**src/rtl/rgb_pwm_driver.sv**
```systemverilog
// Turns red/green/blue enables into PWM drive for the board RGB LED, with colour and duty applied only at period boundaries.
// Latency: LED pins are registered one clk behind the internal PWM counter; period_done is registered on the boundary edge.
// Backpressure: none; the block runs free, and inputs are sampled on every edge (colour only at period boundaries).
module rgb_pwm_driver #(
    parameter int CNT_W        = 8,
    parameter int PRESCALE     = 4,
    parameter int DUTY_DEFAULT = 128
) (
    input  logic             clk,
    input  logic             rst_n,
    input  logic             red_in,
    input  logic             green_in,
    input  logic             blue_in,
    input  logic [CNT_W-1:0] duty_in,
    input  logic             duty_load,
    output logic             led_r,
    output logic             led_g,
    output logic             led_b,
    output logic             period_done
);

    localparam logic [CNT_W-1:0] CNT_MAX  = '1;
    localparam logic [CNT_W-1:0] DUTY_RST = CNT_W'(DUTY_DEFAULT);

    logic             tick;
    logic             boundary;
    logic             pwm_on;
    logic [CNT_W-1:0] pwm_cnt;
    logic [CNT_W-1:0] duty_shadow;
    logic [CNT_W-1:0] duty_active;
    logic [2:0]       col_latched;

    // PRESCALE=1 needs no divider register at all: every clk is a tick.
    generate
        if (PRESCALE > 1) begin : g_presc
            localparam int PW = $clog2(PRESCALE);
            logic [PW-1:0] presc;

            always_ff @(posedge clk or negedge rst_n) begin
                if (!rst_n) begin
                    presc <= '0;
                end else if (tick) begin
                    presc <= '0;
                end else begin
                    presc <= presc + PW'(1);
                end
            end

            assign tick = (presc == PW'(PRESCALE - 1));
        end else begin : g_nopresc
            assign tick = 1'b1;
        end
    endgenerate

    assign boundary = tick && (pwm_cnt == CNT_MAX);
    assign pwm_on   = (pwm_cnt < duty_active);

    always_ff @(posedge clk or negedge rst_n) begin
        if (!rst_n) begin
            pwm_cnt <= '0;
        end else if (tick) begin
            pwm_cnt <= pwm_cnt + CNT_W'(1);
        end
    end

    // A load coinciding with the boundary still hands the old shadow to duty_active.
    always_ff @(posedge clk or negedge rst_n) begin
        if (!rst_n) begin
            duty_shadow <= DUTY_RST;
            duty_active <= DUTY_RST;
            col_latched <= 3'b000;
            period_done <= 1'b0;
        end else begin
            period_done <= boundary;
            if (duty_load) begin
                duty_shadow <= duty_in;
            end
            if (boundary) begin
                duty_active <= duty_shadow;
                col_latched <= {red_in, green_in, blue_in};
            end
        end
    end

    always_ff @(posedge clk or negedge rst_n) begin
        if (!rst_n) begin
            led_r <= 1'b0;
            led_g <= 1'b0;
            led_b <= 1'b0;
        end else begin
            led_r <= col_latched[2] && pwm_on;
            led_g <= col_latched[1] && pwm_on;
            led_b <= col_latched[0] && pwm_on;
        end
    end

endmodule

```
**config.mk**
```make
export PLATFORM = sky130hd
export DESIGN_NAME = rgb_pwm_driver
export DESIGN_NICKNAME = d
export VERILOG_FILES = /design/src/rtl/rgb_pwm_driver.sv
export SDC_FILE = /design/constraint.sdc
export NUM_CORES = 1
export LEC_CHECK = 0
export ABC_AREA = 1
export CAP_MARGIN = 20
export CORE_ASPECT_RATIO = 0.7
export CORE_MARGIN = 2
export CORE_UTILIZATION = 35
export DETAILED_ROUTE_END_ITERATION = 16
export PLACE_DENSITY = 0.64
export SLEW_MARGIN = 20
export SYNTH_ARGS = -nofsm -noshare
export SYNTH_HDL_FRONTEND = slang
export SYNTH_SLANG_ARGS = --single-unit
```
**constraint.sdc**
```tcl
create_clock -name clk -period 1.7 [get_ports clk]
set_clock_uncertainty 0.15 [all_clocks]
set_input_delay 0.51 -clock clk [delete_from_list [all_inputs] [get_ports clk]]
set_output_delay 0.51 -clock clk [all_outputs]
set_load 0.03 [all_outputs]
```
-- Yosys cells after proc, flatten, opt, wreduce, memory -nomap -nowiden
Index checks and enable logic that the tools add are counted.
- register bits after elaboration: 33
- bits of input ports: 14
- output and inout port bits: 4
- logic and storage cells: 19
- add/subtract/negate cells: 2
- order comparisons: 1
- equality and inequality tests: 2
- multiplexer cells: 1
- reduce and logical (&&, ||, !) cells: 4
- operator list (kind ; count):
    8-bit by 1-bit adder with 8-bit output, second input constant ; 1
    8-bit equality test, second input constant ; 1
    8-bit < comparator ; 1
    1-bit logical AND ; 4
    2-bit by 1-bit adder with 2-bit output, second input constant ; 1
    2-bit equality test, second input constant ; 1
    2-bit 2-to-1 mux ; 1

-- Logic depth before layout (Yosys ltp)
Gate-level depths: netlist (run 1).
- depth in word-level cells: 2
- depth in mapped cells: 9
- gate-level depth less buffers: 9

-- Least setup slack after synthesis (run 1)
OpenSTA, ideal clock, no wires.
- kind: register to register
- from: reg g_presc.presc[0]
- to: reg duty_active[0]
- setup time: 0.117 ns
- arrival: 1.227 ns
- data required time: 1.433 ns
- path slack: 0.206 ns
- cell stages (with the launch flop): 8
- path buffers: 1
- clock period less this slack: 1.494 ns
- cell sequence: dfrtp_1 -> ha_1 -> nand4_2 -> nor2_2 -> nand3_2 -> buf_6 -> nand2_1 -> o21ai_2
- cells in the longest elaborated chain, start to end: 2
- RTL lines (item ; RTL line ; RTL):
    start: declaration ; 37 ; logic [PW-1:0] presc;
    start signal: assignment ; 45 ; presc <= presc + PW'(1);
    2-bit equality test ; 49 ; assign tick = (presc == PW'(PRESCALE - 1));
    1-bit logical AND ; 55 ; assign boundary = tick && (pwm_cnt == CNT_MAX);
    end signal: assignment ; 79 ; duty_active <= duty_shadow;
    end: declaration ; 30 ; logic [CNT_W-1:0] duty_active;
Every way passes these cells.
A chain may end at the register's enable or synchronous reset.

-- Worst setup path after layout (run 1)
- from: reg period_done
- to: out period_done
- RTL lines (item ; RTL line ; RTL):
    start: declaration ; 19 ; output logic period_done
    start signal: assignment ; 74 ; period_done <= boundary;
No word-level cell between the ends.

==> results.py, run 1 <==
metrics = {
    "status": {
        "status": "finished, final reports clean",
    },
    "setup_path": {
        "cp_max_fo": 1,
        "cp.required_ns": 1.04,
        "cp_slowest_cell": "dlygate4sd2_1",
        "crit_type": "register to output port",
        "cpPeakStageDelay_ns": 0.39,
        "worstPathArrival_ns": 0.98,
        "path_cells": "dlygate4sd2_1",
        "cp_top_family": "buffers and inverters",
        "worstSetupStartpointType": "register",
        "critPathBufInv": 1,
        "critPathCaptureType": "output port",
    },
    "timing": {
        "min_period_ns": 1.64,
        "setup_violations": 0,
        "setup_slack_ns": 0.0582,
        "rsz0062_at_grt": "false",
        "report.final.slew_viol_count": 0,
        "max_freq_ghz": 0.609,
        "finalSetupTns_ns": 0,
        "fin_crit_sh_pct": 96.6,
        "slew_headroom_pct": 80.1,
        "tightest_slew_ns": 0.299,
        "whs_ns": 0.284,
        "final_hold_viol_count": 0,
    },
    "placed_design": {
        "port-buffer-count": 17,
        "place_hpwl_mm": 1.67,
        "pre_cts_slack_ns": 0.0778,
        "place.gp.congestion": 0.761,
    },
    "clock_network": {
        "h-tree-depth": 2,
        "cts_max_path_buffers": 2,
        "cts.sink_count": 33,
        "cts_tree": "yes",
        "clock_latency_ns": 0.29,
        "postCtsSetupBuffers": 0,
        "clk_pin_slew_ns": 0.06,
        "cts_buffers": 5,
        "clk_root_buffer_cell": "clkbuf_8",
    },
    "die": {
        "die_area_mm2": 0.00489,
        "die_height_um": 59.1,
        "dieWidth_um": 82.7,
        "std_cell_rows": 19,
        "initial_utilization_pct": 37.6,
        "ios": 18,
        "coreArea_mm2": 0.00404,
    },
    "cells_and_area": {
        "drive_above_1_share_pct": 13.9,
        "n_antenna_cell": 0,
        "area_delta_synth_final_pct": 22.8,
        "fin_nets": 209,
        "utilization_pct": 46.1,
    },
    "synthesis": {
        "synth_edf_count": 0,
        "ys_seq_area_share_pct": 54.6,
        "synthCells": 161,
        "yosysUniqueCellTypes": 21,
        "postSynthAreaPerCell_um2": 9.43,
        "async_flop_share_pct": 100,
        "ys_ff_latch": 33,
        "synthFlopType": "dfrtp_1",
        "yosys_warnings": 0,
        "syn_area_mm2": 0.00152,
        "syn_nets": 184,
    },
    "run": {
        "drv_cap": 0,
    },
    "drt": {
        "drtIter0Drc": 26,
        "routed_via_density": 4.21,
        "wl_per_cell_um": 9.79,
        "vias": 1006,
        "ant_nets": 0,
        "drc": 0,
        "dr.pass1.iters": 4,
        "wirelength_mm": 2.34,
    },
    "hold_path": {
        "hp-class": "register to register",
    },
    "pwr": {
        "powerDensity_mw_per_mm2": 777,
        "cellLeakagePower_nw": 0.942,
        "vdd_drop_max_mv": 0.402,
    },
    "global_routing": {
        "grt_start_max_net_pins": 34,
        "grt_pass1_vias": 872,
        "grt_overflow": 0,
        "antenna_found_initial": 0,
        "grt_pass1_wl_mm": 3.87,
        "track_usage_pct": 11.2,
    },
}
power breakdown:
part	internal, mW	total (mW)	switching [mW]	leakage, nW
logic	0.0397	0.0802	0.0405	0.486
clock network	0.283	0.560	0.277	0.0450
registers	0.804	0.808	0.00419	0.411
total	1.13	1.45	0.321	0.942
timing repair:
| item | 4_1_cts | 5_1_grt |
|---|---|---|
| resized for setup | 4 | 1 |
| hold buffers | 0 | 0 |
| setup endpoints to repair | 4 | 1 |
| gates cloned | 0 | 0 |
| hold endpoints to repair | 0 | 0 |
through the flow:
step / power [mW] / instances / instance area [um2]
floorplan: 0.845 / 161 / 1520
global placement: 0.903 / 231 / 1780
detailed placement: 0.905 / 231 / 1780
CTS: 1.48 / 239 / 1860
global route: 1.52 / 239 / 1860
finish: 1.45 / 239 / 1860
flip-flops by register name, summed over array words and instances, names as in the netlist:
register and flops:
col_latched 3, duty_active 8, duty_shadow 8, g_presc.presc 2, led_b 1, led_g 1, led_r 1, period_done 1
pwm_cnt 8
kinds of logic after synthesis:
| family | Yosys count | synth area share (%) |
|---|---|---|
| AOI/OAI and AO/OA | 22 | 9.56 |
| xor gates and xnor gates | 5 | 2.89 |
| adders and majority gates | 9 | 7.42 |
| buffers and inverters | 30 | 8.74 |
| DFF | 33 | 54.6 |
| and+or+nand+nor | 62 | 16.8 |
metal layers:
metal  vias up  track usage, %  part of all wire, %
met5         -               0                    0
met2        20            14.1                   37
met1       434            15.5                   55
met4         0            7.73                  2.8
met3         8            4.57                  5.0
li1        544               -                    -
worst paths after layout:
check	from	to	slack, ns	cells after the start
worst max-delay path	period_done	period_done	0.06	1
worst min-delay path	g_presc.presc[0]	g_presc.presc[0]	0.28	1
worst max register to register	g_presc.presc[0]	duty_active[1]	0.14	7
worst min register to register	g_presc.presc[0]	g_presc.presc[0]	0.28	1
max in group asynchronous	rst_n	duty_active[7]	0.72	2
min in group asynchronous	rst_n	duty_active[0]	0.43	2
final cells by class:
class	instances	area (um2)
multi-input cells	98	562
clock buffers	6	72.6
fillers	427	2180
inverters	27	106
repair buffers	21	220
well taps	52	65.1
clock inverters	2	10.0
flip-flops and latches	33	828
cells in the mapped netlist (2+ instances only):
library cell,n,area (um2)
a21oi_1,3,15.0
buf_6,2,22.5
dfrtp_1,31,776
dfstp_2,2,52.6
ha_1,9,113
inv_1,26,97.6
nand2_1,48,180
nor2_1,8,30.0
o21ai_0,9,45.0
o21ai_2,8,70.1
xor2_1,5,43.8
cell usage in the layout, fill, tap and decap left out, types with 2 or more instances in the layout:
cell type | synthesis | routed
a21oi_1 | 3 | 3
buf_12 | 0 | 2
buf_4 | 0 | 2
clkbuf_8 | 0 | 5
clkdlybuf4s50_1 | 0 | 13
clkinv_2 | 0 | 2
dfrtp_1 | 31 | 31
dfstp_2 | 2 | 2
dlygate4sd2_1 | 0 | 4
ha_1 | 9 | 9
inv_1 | 26 | 26
nand2_1 | 48 | 48
nor2_1 | 8 | 8
o21ai_0 | 9 | 9
o21ai_2 | 8 | 8
xor2_1 | 5 | 5
worst reg2reg max path: stages, from the launching register on:
cell and delay [ns]:
dfrtp_1 0.36, ha_1 0.24, nand4_2 0.16, nor2_2 0.15
nand3_2 0.10, buf_12 0.17, nand2_1 0.09, o21ai_2 0.05
Power figures use the tool's default switching activity.
==> run 2: changes to the inputs <==
--- a/config.mk
+++ b/config.mk
@@ -8,7 +8,7 @@
 export ABC_AREA = 1
 export CAP_MARGIN = 20
 export CORE_ASPECT_RATIO = 0.7
-export CORE_MARGIN = 2
+export CORE_MARGIN = 1
 export CORE_UTILIZATION = 35
 export DETAILED_ROUTE_END_ITERATION = 16
 export PLACE_DENSITY = 0.64
==> run 2 against run 1 <==
Sequential power about the same. Final area up 0.27%. Global-route usage is 1.1 points higher. Largest power group unchanged.
==> results.py, run 2 (synthesis gave the netlist of run 1 again) <==
metrics = {
    "cells_and_area": {
        "utilization_pct": 46.3,
        "drive_above_1_share_pct": 14.0,
        "final_cell_mix": "nand2_1, dfrtp_1, inv_1",
        "top_regs": "duty_active x8, duty_shadow x8, pwm_cnt x8",
        "layout_commonest_cell": "nand2_1",
        "fin_nets": 208,
        "fin_area_mm2": 0.00187,
        "final_cells": 238,
        "n_antenna_cell": 0,
        "area_delta_synth_final_pct": 23.2,
    },
    "setup_path": {
        "worstPathArrival_ns": 0.98,
        "cpPeakStageDelay_ns": 0.39,
        "crit_type": "register to output port",
        "cp_max_fo": 1,
        "rr_worst_depth": 6,
        "critPathCaptureType": "output port",
        "critPathBufInv": 1,
        "reg2reg_to": "led_b",
        "cp_slowest_cell": "dlygate4sd2_1",
        "cp.required_ns": 1.04,
        "cp_top_family": "buffers and inverters",
        "worstSetupStartpointType": "register",
        "reg2reg_from": "duty_active[7]",
        "r2r_slack_ns": 0.11,
        "path_cells": "dlygate4sd2_1",
    },
    "placed_design": {
        "placedCellCount": 230,
        "place.gp.congestion": 0.733,
        "postPlaceCellArea_mm2": 0.00177,
        "place_hpwl_mm": 1.64,
        "port-buffer-count": 17,
        "pre_cts_slack_ns": -0.0322,
    },
    "status": {
        "status": "finished, final reports clean",
    },
    "hold_path": {
        "min_to": "duty_active[7]",
        "holdPathStages": 2,
        "hold_path.startpoint": "duty_active[7]",
        "hp-class": "register to register",
    },
    "pwr": {
        "vdd_drop_max_mv": 0.487,
        "powerDensity_mw_per_mm2": 764,
        "power_mw": 1.43,
        "cellLeakagePower_nw": 0.938,
    },
    "timing": {
        "rsz0062_at_grt": "false",
        "report.final.slew_viol_count": 0,
        "setup_violations": 0,
        "max_freq_ghz": 0.611,
        "tightest_slew_ns": 0.314,
        "slew_headroom_pct": 79.0,
        "setup_slack_ns": 0.0632,
        "final_hold_viol_count": 0,
        "fin_crit_sh_pct": 96.3,
        "min_period_ns": 1.64,
    },
    "global_routing": {
        "grt_start_max_net_pins": 34,
        "antenna_found_initial": 0,
        "grt_overflow": 0,
        "grt_pass1_wl_mm": 4.19,
        "grt_pass1_vias": 947,
        "track_usage_pct": 12.3,
    },
    "clock_network": {
        "hold_buffers": 0,
        "clock_latency_ns": 0.27,
        "cts.sink_count": 33,
        "cts_max_path_buffers": 2,
        "clk_pin_slew_ns": 0.06,
        "h-tree-depth": 2,
        "clk_root_buffer_cell": "clkbuf_8",
        "cts_buffers": 5,
        "cts_tree": "yes",
    },
    "die": {
        "ios": 18,
        "die_height_um": 57.1,
        "dieWidth_um": 80.7,
        "initial_utilization_pct": 37.6,
        "coreArea_mm2": 0.00404,
        "die_area_mm2": 0.00461,
        "std_cell_rows": 19,
    },
    "drt": {
        "drtIter0Drc": 41,
        "vias": 993,
        "dr.pass1.iters": 3,
        "drc": 0,
        "wirelength_mm": 2.24,
        "routed_via_density": 4.17,
        "ant_nets": 0,
        "wl_per_cell_um": 9.39,
    },
    "run": {
        "drv_cap": 0,
    },
}
[run 2: layout make-up]
cell class	count	area, um2
fill	425	2170
multi-input combinational	98	574
clock buffer	6	72.6
inverter	27	106
clock inverter	2	10.0
sequential	33	828
tap	52	65.1
timing repair buffer	20	213
[run 2: worst max path at each step]
stage,to,start,cells after the start
floorplan,duty_active[0],g_presc.presc[0],7
global placement,pwm_cnt[5],g_presc.presc[0],6
detailed placement,pwm_cnt[5],g_presc.presc[0],6
CTS,duty_active[4],g_presc.presc[0],7
global route,led_b,led_b,1
finish,period_done,period_done,1
[run 2: report_power, final]
part           internal, mW  total (mW)  switching [mW]
registers             0.804       0.808         0.00364
logic                0.0397      0.0791          0.0395
clock network         0.283       0.541           0.258
[run 2: layer usage]
| metal | track usage, % | vias up | wire length, um |
|---|---|---|---|
| li1 | - | 542 | - |
| met1 | 17.4 | 430 | 1260 |
| met2 | 16.7 | 18 | 851 |
| met3 | 5.28 | 3 | 115 |
| met4 | 4.59 | 0 | 14 |
| met5 | 0 | - | 0 |
[run 2: timing repair]
item,in CTS,in global routing
buffers inserted,0,0
gates resized for setup,5,2
hold endpoints to repair,0,0
endpoints found under the setup margin,5,12
[run 2: per-stage QoR]
| stage | TNS (ns) | hold slack, ns |
|---|---|---|
| after floorplan | 0 | 0.0644 |
| after global placement | 0 | 0.262 |
| after detailed placement | -0.0322 | 0.287 |
| after CTS | 0 | 0.297 |
| after global routing | 0 | 0.359 |
| final | 0 | 0.334 |
